==> config.mk <==
export PLATFORM = sky130hd
export DESIGN_NAME = uart_rx_flat
export DESIGN_NICKNAME = d
export VERILOG_FILES = /design/src/rtl/uart_rx_if.sv /design/src/rtl/uart_rx.sv /design/src/flat_wrapper.sv
export SDC_FILE = /design/constraint.sdc
export NUM_CORES = 1
export LEC_CHECK = 0
export BUFFER_PORTS_ARGS = -buffer_cell sky130_fd_sc_hd__buf_2
export CAP_MARGIN = 40
export CORE_AREA = 2 2 70 85
export DETAILED_ROUTE_END_ITERATION = 6
export DIE_AREA = 0 0 72 87
export HOLD_SLACK_MARGIN = 0.02
export PLACE_DENSITY = 0.44
export RECOVER_POWER = 100
export SYNTH_ARGS = -nofsm -noshare
export SYNTH_HDL_FRONTEND = slang
export SYNTH_SLANG_ARGS = --single-unit
==> constraint.sdc <==
create_clock -name clk -period 4 [get_ports clk]
set_input_delay 0.4 -clock clk [delete_from_list [all_inputs] [get_ports clk]]
set_output_delay 0.4 -clock clk [all_outputs]
set_load 0.01 [all_outputs]
==> src/rtl/uart_rx_if.sv <==
// Signal bundle between the 8N1 serial receiver and the I/O-mapped UART device logic.
// master drives the line and the pop/clear strobes; slave is the receiver.
interface uart_rx_if;
  logic       rx;
  logic       rd;
  logic       clr_err;
  logic [7:0] data;
  logic       valid;
  logic       busy;
  logic       frame_err;
  logic       overrun;

  modport master (
    output rx, rd, clr_err,
    input  data, valid, busy, frame_err, overrun
  );

  modport slave (
    input  rx, rd, clr_err,
    output data, valid, busy, frame_err, overrun
  );
endinterface

==> src/rtl/uart_rx.sv <==
// 8N1 UART receiver: 2-flop synchroniser, centre-sampled 3-way majority vote, byte buffer.
// Define UART_RX_FIFO_EN for a 4-deep FIFO; otherwise a single holding register is used.
module uart_rx #(
  parameter int unsigned CLK_FREQ = 10_000_000,
  parameter int unsigned BAUD     = 1_000_000
) (
  input logic      clk,
  input logic      rst_n,
  uart_rx_if.slave bus
);

  localparam int unsigned CLKS_PER_BIT = CLK_FREQ / BAUD;
  localparam int unsigned H            = CLKS_PER_BIT / 2;
  localparam int unsigned CntW         = $clog2(CLKS_PER_BIT);

  localparam logic [CntW-1:0] CntOne  = CntW'(1);
  localparam logic [CntW-1:0] CntS0   = CntW'(H - 1);
  localparam logic [CntW-1:0] CntS1   = CntW'(H);
  localparam logic [CntW-1:0] CntDec  = CntW'(H + 1);
  localparam logic [CntW-1:0] CntLast = CntW'(CLKS_PER_BIT - 1);

  if (CLKS_PER_BIT < 4) begin : g_chk_cpb
    $error("uart_rx: CLK_FREQ/BAUD must be at least 4");
  end
  if (CLK_FREQ % BAUD != 0) begin : g_chk_div
    $error("uart_rx: CLK_FREQ must be an integer multiple of BAUD");
  end

  localparam logic [2:0] StIdle  = 3'd0;
  localparam logic [2:0] StStart = 3'd1;
  localparam logic [2:0] StData  = 3'd2;
  localparam logic [2:0] StStop  = 3'd3;
  localparam logic [2:0] StBreak = 3'd4;

  logic            rx_m_q, rx_s_q;
  logic [2:0]      state_q, state_d;
  logic [CntW-1:0] cnt_q, cnt_d;
  logic [2:0]      bitn_q, bitn_d;
  logic [7:0]      shift_q, shift_d;
  logic [1:0]      smp_q, smp_d;
  logic            frame_err_q, frame_err_d;
  logic            overrun_q, overrun_d;
  logic            maj;
  logic            push;
  logic            frame_set;
  logic            pop;
  logic            ovr_set;

  assign maj = (smp_q[0] & smp_q[1]) | (smp_q[0] & rx_s_q) | (smp_q[1] & rx_s_q);

  // The first two votes are held; the third is the live rx_s at the decision count.
  always_comb begin
    smp_d = smp_q;
    if (state_q != StIdle && state_q != StBreak) begin
      if (cnt_q == CntS0) smp_d[0] = rx_s_q;
      if (cnt_q == CntS1) smp_d[1] = rx_s_q;
    end
  end

  always_comb begin
    state_d   = state_q;
    cnt_d     = cnt_q;
    bitn_d    = bitn_q;
    shift_d   = shift_q;
    push      = 1'b0;
    frame_set = 1'b0;
    case (state_q)
      StIdle: begin
        if (!rx_s_q) begin
          state_d = StStart;
          cnt_d   = '0;
        end
      end
      StStart: begin
        cnt_d = cnt_q + CntOne;
        if (cnt_q == CntDec && maj) begin
          state_d = StIdle;
          cnt_d   = '0;
        end else if (cnt_q == CntLast) begin
          state_d = StData;
          cnt_d   = '0;
          bitn_d  = '0;
        end
      end
      StData: begin
        cnt_d = cnt_q + CntOne;
        if (cnt_q == CntDec) shift_d = {maj, shift_q[7:1]};
        if (cnt_q == CntLast) begin
          cnt_d = '0;
          if (bitn_q == 3'd7) state_d = StStop;
          else                bitn_d  = bitn_q + 3'd1;
        end
      end
      StStop: begin
        cnt_d = cnt_q + CntOne;
        // Leave mid-stop-bit so a start edge right after the centre is not missed.
        if (cnt_q == CntDec) begin
          cnt_d = '0;
          if (maj) begin
            push    = 1'b1;
            state_d = StIdle;
          end else begin
            frame_set = 1'b1;
            state_d   = StBreak;
          end
        end
      end
      StBreak: begin
        if (rx_s_q) state_d = StIdle;
      end
      default: begin
        state_d = StIdle;
        cnt_d   = '0;
      end
    endcase
  end

  always_ff @(posedge clk or negedge rst_n) begin
    if (!rst_n) begin
      rx_m_q      <= 1'b1;
      rx_s_q      <= 1'b1;
      state_q     <= StIdle;
      cnt_q       <= '0;
      bitn_q      <= '0;
      shift_q     <= '0;
      smp_q       <= '0;
      frame_err_q <= 1'b0;
      overrun_q   <= 1'b0;
    end else begin
      rx_m_q      <= bus.rx;
      rx_s_q      <= rx_m_q;
      state_q     <= state_d;
      cnt_q       <= cnt_d;
      bitn_q      <= bitn_d;
      shift_q     <= shift_d;
      smp_q       <= smp_d;
      frame_err_q <= frame_err_d;
      overrun_q   <= overrun_d;
    end
  end

`ifdef UART_RX_FIFO_EN
  logic [1:0] wptr_q, wptr_d, rptr_q, rptr_d;
  logic [2:0] count_q, count_d;
  logic [7:0] mem_q [4];
  logic [7:0] mem_d [4];
  logic       full;
  logic       do_push;

  assign full    = (count_q == 3'd4);
  assign pop     = bus.rd && (count_q != 3'd0);
  // A pop in the same cycle frees the slot, so a push at full still lands.
  assign do_push = push && (!full || pop);
  assign ovr_set = push && full && !pop;

  always_comb begin
    mem_d   = mem_q;
    wptr_d  = wptr_q;
    rptr_d  = rptr_q;
    count_d = count_q;
    if (do_push) begin
      mem_d[wptr_q] = shift_q;
      wptr_d        = wptr_q + 2'd1;
    end
    if (pop) rptr_d = rptr_q + 2'd1;
    if (do_push && !pop)      count_d = count_q + 3'd1;
    else if (!do_push && pop) count_d = count_q - 3'd1;
  end

  always_ff @(posedge clk or negedge rst_n) begin
    if (!rst_n) begin
      mem_q   <= '{default: '0};
      wptr_q  <= '0;
      rptr_q  <= '0;
      count_q <= '0;
    end else begin
      mem_q   <= mem_d;
      wptr_q  <= wptr_d;
      rptr_q  <= rptr_d;
      count_q <= count_d;
    end
  end

  assign bus.data  = mem_q[rptr_q];
  assign bus.valid = (count_q != 3'd0);
`else
  logic [7:0] hold_q, hold_d;
  logic       hv_q, hv_d;
  logic       do_push;

  assign pop     = bus.rd && hv_q;
  assign do_push = push && (!hv_q || pop);
  assign ovr_set = push && hv_q && !pop;

  always_comb begin
    hold_d = do_push ? shift_q : hold_q;
    hv_d   = do_push | (hv_q & ~pop);
  end

  always_ff @(posedge clk or negedge rst_n) begin
    if (!rst_n) begin
      hold_q <= '0;
      hv_q   <= 1'b0;
    end else begin
      hold_q <= hold_d;
      hv_q   <= hv_d;
    end
  end

  assign bus.data  = hold_q;
  assign bus.valid = hv_q;
`endif

  // Set beats clear when both land in the same cycle.
  always_comb begin
    frame_err_d = frame_set | (frame_err_q & ~bus.clr_err);
    overrun_d   = ovr_set | (overrun_q & ~bus.clr_err);
  end

  assign bus.busy      = (state_q != StIdle);
  assign bus.frame_err = frame_err_q;
  assign bus.overrun   = overrun_q;

endmodule

==> src/flat_wrapper.sv <==
// flat-port wrapper written by rule: the top's interface ports become plain ports
module uart_rx_flat 
#(
  parameter int unsigned CLK_FREQ = 10_000_000,
  parameter int unsigned BAUD     = 1_000_000
)
  (clk, rst_n, bus_rx, bus_rd, bus_clr_err, bus_data, bus_valid, bus_busy, bus_frame_err, bus_overrun);
  uart_rx_if bus_i ();
  input logic clk;
  input logic rst_n;
  input wire logic [$bits(bus_i.rx)-1:0] bus_rx;
  input wire logic [$bits(bus_i.rd)-1:0] bus_rd;
  input wire logic [$bits(bus_i.clr_err)-1:0] bus_clr_err;
  output wire logic [$bits(bus_i.data)-1:0] bus_data;
  output wire logic [$bits(bus_i.valid)-1:0] bus_valid;
  output wire logic [$bits(bus_i.busy)-1:0] bus_busy;
  output wire logic [$bits(bus_i.frame_err)-1:0] bus_frame_err;
  output wire logic [$bits(bus_i.overrun)-1:0] bus_overrun;
  assign bus_i.rx = bus_rx;
  assign bus_i.rd = bus_rd;
  assign bus_i.clr_err = bus_clr_err;
  assign bus_data = bus_i.data;
  assign bus_valid = bus_i.valid;
  assign bus_busy = bus_i.busy;
  assign bus_frame_err = bus_i.frame_err;
  assign bus_overrun = bus_i.overrun;
  uart_rx #(.CLK_FREQ(CLK_FREQ), .BAUD(BAUD)) u_core (.clk(clk), .rst_n(rst_n), .bus(bus_i));
endmodule
# Yosys cells after proc, flatten, opt, wreduce, memory -nomap -nowiden

Cells that the tools add are included.

Register bits: 33
Output and inout port bits: 12
Word-level logic and storage cells: 90

Add/subtract/negate cells: 2
Equal/unequal tests: 19
Muxes and demuxes: 25
Bitwise gates (word level): 14
Reduce and logical (&&, ||, !) cells: 18

Operators with widths:

| kind                  | count |
|---|---|
| $mux W3               | 12 |
| $pmux W4 S5           | 1 |
| $mux W4               | 4 |
| $pmux W3 S5           | 1 |
| $eq A4 B3 Y1 const B  | 3 |
| $ne A2 B1 Y1 const B  | 5 |
| $reduce_and A2 Y1     | 4 |
| $and A1 B1 Y1         | 6 |
| $eq A3 B2 Y1 const B  | 2 |
| $eq A3 B3 Y1 const B  | 2 |
| $logic_and A1 B1 Y1   | 6 |
| $mux W1               | 6 |
| $ne A2 B2 Y1 const B  | 3 |
| $pmux W3 S2           | 1 |
| $reduce_and A6 Y1     | 1 |
| $or A1 B1 Y1          | 5 |
| $reduce_and A5 Y1     | 1 |
| $add A4 B1 Y4 const B | 1 |
| $eq A4 B4 Y1 const B  | 1 |
| $add A3 B1 Y3 const B | 1 |
| $eq A3 B1 Y1 const B  | 1 |
| $logic_not A3 Y1      | 1 |
| $ne A3 B1 Y1 const B  | 1 |
| $ne A3 B3 Y1 const B  | 1 |
| 5 further kinds       | 8 |

# Depth between registers and ports, before layout

Gate-level depths: netlist of the first run.

Word-level depth: 9
Gate-level depth with buffers: 7
Mapped depth without buffers: 6

# Worst setup path before layout of the first run

OpenSTA, ideal clock, no wires.

Kind: register -> register
Start: reg u_core.bitn_q[0]
End: reg u_core.bitn_q[0]
Arrival: 1.657 ns
Setup slack: 2.279 ns
Stages on the path, launching flop included: 7
Buffers on the path: 0
Clock period less this slack: 1.721 ns
Cell sequence: dfrtp_1 > ha_1 > ha_1 > or3b_1 > a211o_1 > nor4_1 > a21o_1

Longest elaborated chain between the ends: 4
Elaborated cells on any way between the ends: 7
Classes of those cells: add/sub: 1; eq/ne: 2; mux: 3; reduce/logical: 1

RTL lines:

| element                | line           | RTL |
|---|---|---|
| start, declared        | uart_rx.sv:38  | `logic [2:0] bitn_q, bitn_d;` |
| start signal, assigned | uart_rx.sv:134 | `bitn_q <= bitn_d;` |
| $add A3 B1 Y3          | uart_rx.sv:91  | `else bitn_d = bitn_q + 3'd1;` |
| $mux W3                | uart_rx.sv:90  | `if (bitn_q == 3'd7) state_d = StStop;` |
| $mux W3                | uart_rx.sv:88  | `if (cnt_q == CntLast) begin` |
| $pmux W3 S2            | uart_rx.sv:67  | `case (state_q)` |

Parallel ways exist; a longest one is shown, timed or not. The select of a mux whose other input is x is not followed.
A chain may end at the register's enable or synchronous reset.

# Worst setup path in the final report of the first run

Start: reg u_core.cnt_q[0]
End: reg u_core.hold_q[3], in the netlist u_core.bus.data[3]

Longest elaborated chain between the ends: 4

RTL lines:

| element                | line           | RTL |
|---|---|---|
| start, declared        | uart_rx.sv:37  | `logic [CntW-1:0] cnt_q, cnt_d;` |
| start signal, assigned | uart_rx.sv:133 | `cnt_q <= cnt_d;` |
| $eq A4 B3 Y1           | uart_rx.sv:97  | `if (cnt_q == CntDec) begin` |
| $mux W1                | uart_rx.sv:97  |  |
| $mux W1                | uart_rx.sv:67  |  |
| $logic_and A1 B1 Y1    | uart_rx.sv:192 | `assign do_push = push && (!hv_q \|\| pop);` |
| end signal, assigned   | uart_rx.sv:205 | `hold_q <= hold_d;` |
| end, declared          | uart_rx.sv:187 | `logic [7:0] hold_q, hold_d;` |

No other way between the ends.

==> impl_results.md, run 1 <==
* Outcome: complete, but fails checks
* Failing checks: max-capacitance violations, max-slew violations
* First-pass DRT Iterations at 4
* GRT Total Usage at 0.104
* Crit path max-delay cell type: dfrtp_1
* Routed len/inst at roughly 13 um
* Post-cts sizing count at 0
* Post-CTS Setup Repair Bufs at 0
* Yosys top cell by area: dfrtp_1
* Yosys top cell area share at 0.503
* Syn_nets at between 100 and 150
* IO Port Bufs at 16
* Nets at ~160
* Post-Synthesis Cells at around 130
* CP Capture Type: register
* Post-route minimum period at slightly above 2 ns
* Initial antenna violation count at 0
* Seq/Total Area, Yosys at 0.537
* Post-DP HPWL at around 2100 um
* Main flop type after synthesis: dfrtp_1
* CTS root buf: clkbuf_8
* H-tree levels at 2
* Routed Antenna Nets at 0
* Worst Path Buf+Inv at 1
* Worst setup SP type: register
* Filler cells at approximately 570
* GP Congestion at ~0.81
* Post-placement setup slack at 2.15 ns
* DRC at 0
* Required time of the critical path at approximately 4.2 ns
* Clk Latency, worst-skew pair at 0.28 ns
* Vias/cell at between 4 and 5
* Worst-margin pin slew at between 1.5 and 2 ns
* Vias in the first global route at approximately 1.1k
* Overall die area at about 6300 um^2
* Setup WS post-layout at 1.96 ns
* Ranking of synthesized cells by area: dfrtp_1 (50%), mux2_2 (13%), ha_1 (4.9%), dfstp_2 (3.4%), nand2_1 (2.9%)
* HP Class: in -> reg
* Hold buffers post-CTS at 0
* Vias at a little over 1k
* Clock buffer depth at 2
* Maximum vdd ir drop at roughly 0.00025 V
* Share of layout cells above drive strength 1 at 0.215
* Routed WL at about 2900 um
* Post-Syn Area at 1540 um^2
* Largest net degree at the start of global routing at 34
* Max Cap Violations at 1
* CP arrival at 2.20 ns
* FFs w/ async S/R, synth at 1.00
* Most common cell in the netlist: dfrtp_1
* Setup TNS at 0 ns
* Max incr delay on CP at 0.44 ns
* Unrepaired setup endpoints after global routing: false
* Commonest cells post-synth: dfrtp_1 (31), mux2_2 (18), nand2_1 (12), inv_1 (7), ha_1 (6)
* Layout Skew at ~0.0050 ns
* Die width at 72 um
* CTS Buf Count at 5
* DRT iter0 DRCs at 40
* DP Area at about 1700 um^2
* Fin crit share at 0.509
* CTS tree: built
* Sink Count at 33
* Synth unique cells at 37
* PD cells at just under 600 nW/um^2
* Worst-path clk slew at roughly 0.070 ns
* Ant diodes at 0
* Final Setup Violations at 0
* Max Fanout on Critical Path at 8
* Die Y at around 87 um
* Io pins at 17
* Synthesized area per cell at roughly 12 um^2
* Initial core utilization at 0.279
* Grt ovf at 0
* Type of the worst setup path: reg -> reg
* Core box area at ~5500 um^2
* Lkg Pwr at between 0.8 and 0.9 nW
* Area delta synth->final at 13.7%
* Maximum clock frequency at between 400 and 500 MHz
* Synth warn at 0
* Global-route wire length before repair at 5050 um
* Row cnt at 30
* Slew HR at -0.159
* Final instance area at 1750 um^2
* Endpoints failing hold at 0
* #FFs+latches synth at 33
* Fin. max-slew vios at 34
* Critical path's top delay family: simple AND/OR/NAND/NOR gates
* Post-synth EDFFs at 0
* Crit path cell chain: inv_1 -> ha_1 -> and3b_1 -> nor2b_1 -> nand3_1 -> mux2_2
[area by class of cell]
type                       instances  area, um^2  share of cell area
clock buffer                       5        68.8              0.0393
multi-input combinational         85         639               0.365
clock inverter                     3        46.3              0.0264
inverter                           7        26.3              0.0150
timing repair buffer              16        63.8              0.0364
tap                               64        80.1              0.0457
sequential                        33         828               0.473
[metrics by stage]
stage	utilization	hold slack, ns	cells	total power [mW]
5_1_grt	0.318	0.195	213	1.09
3_3_place_gp	0.305	0.346	205	0.722
4_1_cts	0.325	0.200	213	1.05
3_5_place_dp	0.305	0.349	205	0.729
2_1_floorplan	-	0.104	129	0.661
6_report	0.318	0.214	213	1.01
[state kept, by name, indices dropped and copies added (netlist names)]
name / flops
u_core.bitn_q: 3
u_core.bus.data: 8
u_core.bus.frame_err: 1
u_core.bus.overrun: 1
u_core.bus.valid: 1
u_core.cnt_q: 4
u_core.rx_m_q: 1
u_core.rx_s_q: 1
u_core.shift_q: 8
u_core.smp_q: 2
u_core.state_q: 3
[report_power, final]
group | switching (mW) | internal [mW] | leakage [nW]
clock | 0.124 | 0.186 | 0.0543
sequential | 0.0663 | 0.385 | 0.437
combinational | 0.134 | 0.119 | 0.337
total | 0.324 | 0.690 | 0.829
[metal layers]
layer,share of wire,vias to the layer above,GRT usage
met1,0.45,488,0.122
met4,0.013,0,0.0480
met5,0,-,0
li1,-,495,-
met2,0.51,23,0.175
met3,0.034,4,0.0301
[cell families (layout without fill, tap and decap cells)]
kind of cell / after synthesis / in the layout / share of synthesized area
buffers and inverters: 11 / 31 / 0.0308
and+or+nand+nor: 36 / 36 / 0.135
adders and majority gates: 7 / 7 / 0.0560
AOI/OAI and AO/OA: 23 / 23 / 0.104
xor gates and xnor gates: 1 / 1 / 0.00568
muxes: 18 / 18 / 0.131
DFF: 33 / 33 / 0.537
[cells in the final DEF (no fill, tap or decap), drive strengths merged, types with 3 or more instances in the layout]
| master | Yosys | routed |
|---|---|---|
| buf | 3 | 3 |
| clkbuf | 1 | 18 |
| dfrtp | 31 | 31 |
| ha | 6 | 6 |
| inv | 7 | 7 |
| mux2 | 18 | 18 |
| nand2 | 13 | 13 |
| nand2b | 3 | 3 |
| nand3 | 4 | 4 |
| nor2 | 5 | 5 |
| o21ai | 5 | 5 |
| o22ai | 3 | 3 |
[final timing paths]
kind	start	to	slack [ns]	cells past startpoint
worst max-delay path	u_core.cnt_q[0]	u_core.bus.data[3]	1.96	6
worst min-delay path	bus_rx	u_core.rx_m_q	0.21	1
worst max register to register	u_core.cnt_q[0]	u_core.bus.data[3]	1.96	6
worst min register to register	u_core.rx_m_q	u_core.rx_s_q	0.36	0
max in group asynchronous	rst_n	u_core.bus.valid	2.42	1
min in group asynchronous	rst_n	u_core.cnt_q[3]	0.57	1
(Power assumes the default switching activity.)
==> run 2: changes to the inputs <==
==> constraint.sdc (replaced) <==
create_clock -name clk -period 1.9 [get_ports clk]
set_input_delay 0.19 -clock clk [delete_from_list [all_inputs] [get_ports clk]]
set_output_delay 0.19 -clock clk [all_outputs]
set_load 0.01 [all_outputs]
==> run 2 against run 1 <==
The run now ends clean. Die area stayed put. Routed wire length up 5.7%. Sequential share of layout area decreased by 2.4 points. Flip-flop and latch count unchanged. Largest power group unchanged. Total power grew 110%. Register-to-register slack worse by 1.9 ns.
==> impl_results.md, run 2 (synthesized netlist as in run 1, its figures left out) <==
* Worst-margin pin slew at 0.816 ns (-0.923 ns)
* Fin. max-slew vios at 0 (-100%)
* HP Class: in -> reg
* Routed Antenna Nets at 0 (unchanged)
* Max Cap Violations at 0 (-1)
* Crit path max-delay cell type: dfrtp_1
* Most common cell after layout, fill and taps aside: dfrtp_1
* GP Congestion at 0.787 (-2.9%)
* CTS root buf: clkbuf_8
* First-pass DRT Iterations at 4 (unchanged)
* Worst-path clk slew at 0.07 ns (about the same)
* CP Capture Type: register
* Top routing layer in use: met4
* Max Fanout on Critical Path at 4 (-4)
* Worst-case reg-to-reg path depth at 6 (unchanged)
* Commonest cells after routing, fill and taps aside: dfrtp_1 (31), mux2_2 (18), nand2_1 (13)
* CTS tree: built
* Global-route wire length before repair at 5330 um (+5.6%)
* Internal at 1.44 mW (+110%)
* Die Y at 87 um (unchanged)
* Slew HR at 0.456 (+0.615)
* Routed len/inst at 13.6 um (+1.4%)
* H-tree levels at 2 (unchanged)
* DRC at 0 (unchanged)
* DP Area at 1720 um^2 (+2.2%)
* Metal2 WL at 1500 um (+3.0%)
* Core box area at 5520 um^2 (unchanged)
* Post-DP HPWL at 2190 um (+3.0%)
* CP arrival at 2.01 ns (-0.19 ns)
* Die width at 72 um (unchanged)
* IO Port Bufs at 16 (unchanged)
* RR Endpoint: u_core.bitn_q[0]
* Post-route minimum period at 1.84 ns (-0.200 ns)
* Grt ovf at 0 (unchanged)
* Io pins at 17 (unchanged)
* Clk Latency, worst-skew pair at 0.28 ns (about the same)
* CTS Buf Count at 5 (unchanged)
* Comb pwr share at 0.297 (+0.048)
* Vias in the first global route at 1114 (+3.2%)
* Initial core utilization at 0.279 (unchanged)
* Layout Skew at 0.00282 ns (-0.00218 ns)
* Worst Hold Launch: bus_clr_err
* Flop pwr share at 0.433 (-0.012)
* Clock buffer depth at 2 (unchanged)
* Share of layout cells above drive strength 1 at 0.291 (+0.0764)
* Area delta synth->final at 19.9%
* Maximum vdd ir drop at 0.000406 V (+60%)
* Fin crit share at 0.967 (+0.458)
* Type of the worst setup path: reg -> reg
* PD cells at 1160 nW/um^2 (+100%)
* Switching power at 707 uW (+120%)
* FF-to-FF Start: u_core.bitn_q[0]
* Initial antenna violation count at 0 (unchanged)
* Crit path cell chain: ha_2 -> ha_4 -> or3b_1 -> a211o_1 -> buf_4 -> a21o_1
* GRT Total Usage at 0.111 (+0.00644)
* Clock Power Share at 0.271 (-0.035)
* Nets at 168 (+5.7%)
* Maximum clock frequency at 544 MHz (+11%)
* Required time of the critical path at 2.08 ns (-2.09 ns)
* Max incr delay on CP at 0.38 ns (-0.06 ns)
* Final Setup Violations at 0 (unchanged)
* Largest net degree at the start of global routing at 34 (unchanged)
* R2R setup slack at 0.06 ns (-1.90 ns)
* Routed WL at 3030 um (+5.7%)
* Ant diodes at 0 (unchanged)
* Worst setup SP type: register
* WL met1 at 1320 um (+3.8%)
* Vias at 1095 (+8.4%)
* WHS Endpoint: u_core.bus.frame_err
* Overall die area at 6260 um^2 (unchanged)
* Sink Count at 33 (unchanged)
* Endpoints failing hold at 0 (unchanged)
* Lkg Pwr at 0.869 nW (+4.9%)
* Final instance area at 1850 um^2 (+5.4%)
* DRT iter0 DRCs at 53 (+33%)
* Sw Share at 0.329 (+0.00956)
* Row cnt at 30 (unchanged)
* Outcome: finished clean
* Vias/cell at 4.93 (+4.0%)
* Setup WS post-layout at 0.0627 ns (-1.90 ns)
* Post-placement setup slack at 0.0824 ns (-2.07 ns)
* WL met3 at 134 um (+38%)
* Cells on Worst Hold Path at 2 (+1)
## run 2: changes by cell type in the layout (fill, tap and decap cells not counted), moves of 2 or more
| cell | delta |
|---|---|
| clkbuf_2 | +2 |
| buf_4 | +6 |
| clkbuf_8 | +2 |
| ha_1 | -2 |
| dlygate4sd3_1 | +2 |
## run 2: timing repair
| item | in CTS | in global routing |
|---|---|---|
| hold buffers | 2 | 0 |
| resized for setup | 0 | 4 |
| setup buffers | 0 | 2 |
| endpoints found under the hold margin | 32 | 0 |
| setup endpoints to repair | 0 | 1 |
## run 2: final cells by class
type | count | area (um^2)
Clock buffer | 7 | 96.3
Clock inverter | 1 | 5.00
Fill cell | 561 | 3670
Inverter | 7 | 26.3
Multi-Input combinational cell | 85 | 677
Sequential cell | 33 | 828
Tap cell | 64 | 80.1
Timing Repair Buffer | 25 | 135
## run 2: how the worst max path moves through the flow
stage	startpoint	to	slack, ns	depth (start not counted)
after floorplan	u_core.bitn_q[0]	u_core.bitn_q[0]	0.18	6
after global placement	u_core.bitn_q[0]	u_core.bitn_q[0]	0.14	6
after detailed placement	u_core.bitn_q[0]	u_core.bitn_q[0]	0.08	6
after CTS	u_core.bitn_q[0]	u_core.bitn_q[0]	0.06	6
after global routing	u_core.bitn_q[0]	u_core.bitn_q[0]	-0.01	6
final	u_core.bitn_q[0]	u_core.bitn_q[0]	0.06	6
## run 2: stage by stage
step,total power [mW],instances,hold WS (ns),util,setup TNS [ns]
6_report,2.15,222,0.105,0.335,0
5_1_grt,2.31,222,0.108,0.335,-0.0129
4_1_cts,2.18,220,0.101,0.333,0
3_5_place_dp,1.58,210,0.300,0.311,0
3_3_place_gp,1.57,210,0.296,0.311,0
2_1_floorplan,1.39,129,-0.106,-,0
## run 2: per-layer routing
layer | track usage | vias to the layer above
met3 | 0.0289 | 7
met1 | 0.135 | 545
met5 | 0 | -
li1 | - | 515
met2 | 0.181 | 28
met4 | 0.0532 | 0
## run 2: power by group through the flow
stage / Clock [mW] / Combinational [mW] / Sequential (mW)
after CTS: 0.608 / 0.641 / 0.930
final: 0.581 / 0.638 / 0.929
after global routing: 0.634 / 0.722 / 0.951
after detailed placement: 0 / 0.636 / 0.944
after floorplan: 0 / 0.494 / 0.897
after global placement: 0 / 0.631 / 0.942
## run 2: worst max-delay path, delay by kind of cell (launching register included)
kind                       cells  cell delay (ns)
AOI/OAI and AO/OA              2             0.50
DFF                            1             0.38
adders and majority gates      2             0.35
and+or+nand+nor                1             0.34
buffers and inverters          1             0.15
==> run 3: changes to the inputs <==
--- a/config.mk
+++ b/config.mk
@@ -13,6 +13,7 @@
 export HOLD_SLACK_MARGIN = 0.02
 export PLACE_DENSITY = 0.44
 export RECOVER_POWER = 100
+export SETUP_SLACK_MARGIN = 0.5
 export SYNTH_ARGS = -nofsm -noshare
 export SYNTH_HDL_FRONTEND = slang
 export SYNTH_SLANG_ARGS = --single-unit
==> run 3 against run 2 <==
Global-route usage is 1.1 points higher. Cell area grew 9.1%. Largest power group unchanged. Hold slack worse by 0.0011 ns. Critical path type unchanged.
==> impl_results.md, run 3 (synthesized netlist as in run 1, its figures left out) <==
* Outcome: finished clean
* Lkg Pwr at 0.960 nW (+10%)
* Critical path's top delay family: simple AND/OR/NAND/NOR gates
* Worst Hold Launch: bus_clr_err
* IO Port Bufs at 16 (unchanged)
* Initial antenna violation count at 0 (unchanged)
* Type of the worst setup path: reg -> reg
* Post-Route Utilization at 0.365 (+0.0304)
* Fin crit share at 0.941 (-0.0262)
* Clk Latency, worst-skew pair at 0.28 ns (about the same)
* Global-route wire length before repair at 5870 um (+10%)
* Max Cap Violations at 0 (unchanged)
* Maximum clock frequency at 559 MHz (+2.8%)
* Setup WS post-layout at 0.112 ns (+0.0497 ns)
* HP Class: in -> reg
* Maximum vdd ir drop at 0.000543 V (+34%)
* CP arrival at 2.00 ns (about the same)
* Dpl cells at 210 (unchanged)
* Required time of the critical path at 2.11 ns (+0.03 ns)
* Die Y at 87 um (unchanged)
* Post-route minimum period at 1.79 ns (-0.0497 ns)
* Critical path origin: u_core.bitn_q[0]
* Share of layout cells above drive strength 1 at 0.321 (+0.0303)
* Vias at 1107 (+1.1%)
* Core box area at 5520 um^2 (unchanged)
* Worst-margin pin slew at 0.800 ns (-0.0161 ns)
* Area delta synth->final at 30.8%
* Worst Path Buf+Inv at 0 (-1)
* Routed len/inst at 13.9 um (+2.1%)
* Initial core utilization at 0.279 (unchanged)
* Overall die area at 6260 um^2 (unchanged)
* Crit path max-delay cell type: dfrtp_1
* Sink Count at 33 (unchanged)
* Final Setup Violations at 0 (unchanged)
* DRC at 0 (unchanged)
* FF+latch area at 831 um^2 (+0.30%)
* Area of the multi-input gates at 737 um^2 (+8.9%)
* Fin. max-slew vios at 0 (unchanged)
* R2R setup slack at 0.11 ns (+0.05 ns)
* Vias in the first global route at 1202 (+7.9%)
* Commonest cells after routing, fill and taps aside: dfrtp_1 (29), clkbuf_1 (13), buf_4 (13)
* Post-DP HPWL at 2240 um (+2.3%)
* Clock buffer depth at 2 (unchanged)
* RR Endpoint: u_core.bitn_q[0]
* Max incr delay on CP at 0.40 ns (+0.02 ns)
* Die width at 72 um (unchanged)
* Worst setup SP type: register
* Most common cell after layout, fill and taps aside: dfrtp_1
* Worst-case reg-to-reg path depth at 6 (unchanged)
* Cells on Worst Hold Path at 2 (unchanged)
* Setup TNS at 0 ns (unchanged)
* Routed WL at 3230 um (+6.7%)
* Vias/cell at 4.77 (-3.3%)
* Max Fanout on Critical Path at 6 (+2)
* DRT iter0 DRCs at 26 (-51%)
* Filler cells at 563 (+0.36%)
* Ant diodes at 0 (unchanged)
* Routed Antenna Nets at 0 (unchanged)
* CTS tree: built
* Endpoints failing hold at 0 (unchanged)
* CP Capture Type: register
* Largest net degree at the start of global routing at 34 (unchanged)
* Crit path cell chain: ha_2 -> ha_4 -> or3b_1 -> a211o_1 -> nor4_2 -> a21o_1
* Io pins at 17 (unchanged)
* Row cnt at 30 (unchanged)
* CTS root buf: clkbuf_8
* GRT Total Usage at 0.122 (+0.0112)
* Post-placement setup slack at 0.109 ns (+0.0267 ns)
* WHS Endpoint: u_core.bus.frame_err
* Post-Layout Cell Count at 232 (+4.5%)
* FF-to-FF Start: u_core.bitn_q[0]
* GP Congestion at 0.789 (+0.20%)
* First-pass DRT Iterations at 2 (-2)
* Layout Skew at 0.00474 ns (+0.00192 ns)
* Nets at 178 (+6.0%)
* H-tree levels at 2 (unchanged)
* CTS Buf Count at 5 (unchanged)
* Slew HR at 0.467 (+0.0107)
* Grt ovf at 0 (unchanged)
* Worst-path clk slew at 0.07 ns (about the same)
* Unrepaired setup endpoints after global routing: true
* PD cells at 1210 nW/um^2 (+4.2%)
* Total power at 2.44 mW (+14%)
## run 3: routing by layer
metal  global-route usage  part of all wire
met1                0.148              0.44
met5                    0                 0
met3               0.0255             0.025
met4               0.0600            0.0071
met2                0.204              0.53
## run 3: final cells by class
cell class / count / area share
Clock buffer: 7 / 0.0428
Clock inverter: 1 / 0.0149
Inverter: 7 / 0.0130
Multi-Input combinational cell: 85 / 0.366
Sequential cell: 33 / 0.412
Tap cell: 64 / 0.0397
Timing Repair Buffer: 35 / 0.112
## run 3: timing repair
item,in CTS,in global routing
gates resized for setup,26,11
endpoints found under the hold margin,32,0
buffers inserted,9,3
hold buffers,2,0
gates cloned,0,0
setup endpoints to repair,30,32
pin swaps,4,5
## run 3: worst max-delay path by stage
stage                             to  slack (ns)  depth (start not counted)
floorplan           u_core.bitn_q[0]        0.21                          6
global placement    u_core.bitn_q[0]        0.17                          6
detailed placement  u_core.bitn_q[0]        0.11                          6
CTS                 u_core.bitn_q[0]        0.15                          6
global route         u_core.cnt_q[2]        0.05                          6
finish              u_core.bitn_q[0]        0.11                          6
## run 3: power by group
part	switching, mW	internal (mW)	total, mW	leakage [nW]
Sequential	0.108	0.814	0.922	0.436
Clock	0.247	0.428	0.675	0.0585
Combinational	0.418	0.427	0.845	0.466
## run 3: through the flow
stage	hold WS (ns)	cell area [um^2]
after global routing	0.102	2020
final	0.104	2020
after floorplan	-0.106	1600
after detailed placement	0.296	1770
after CTS	0.0808	2070
after global placement	0.294	1770
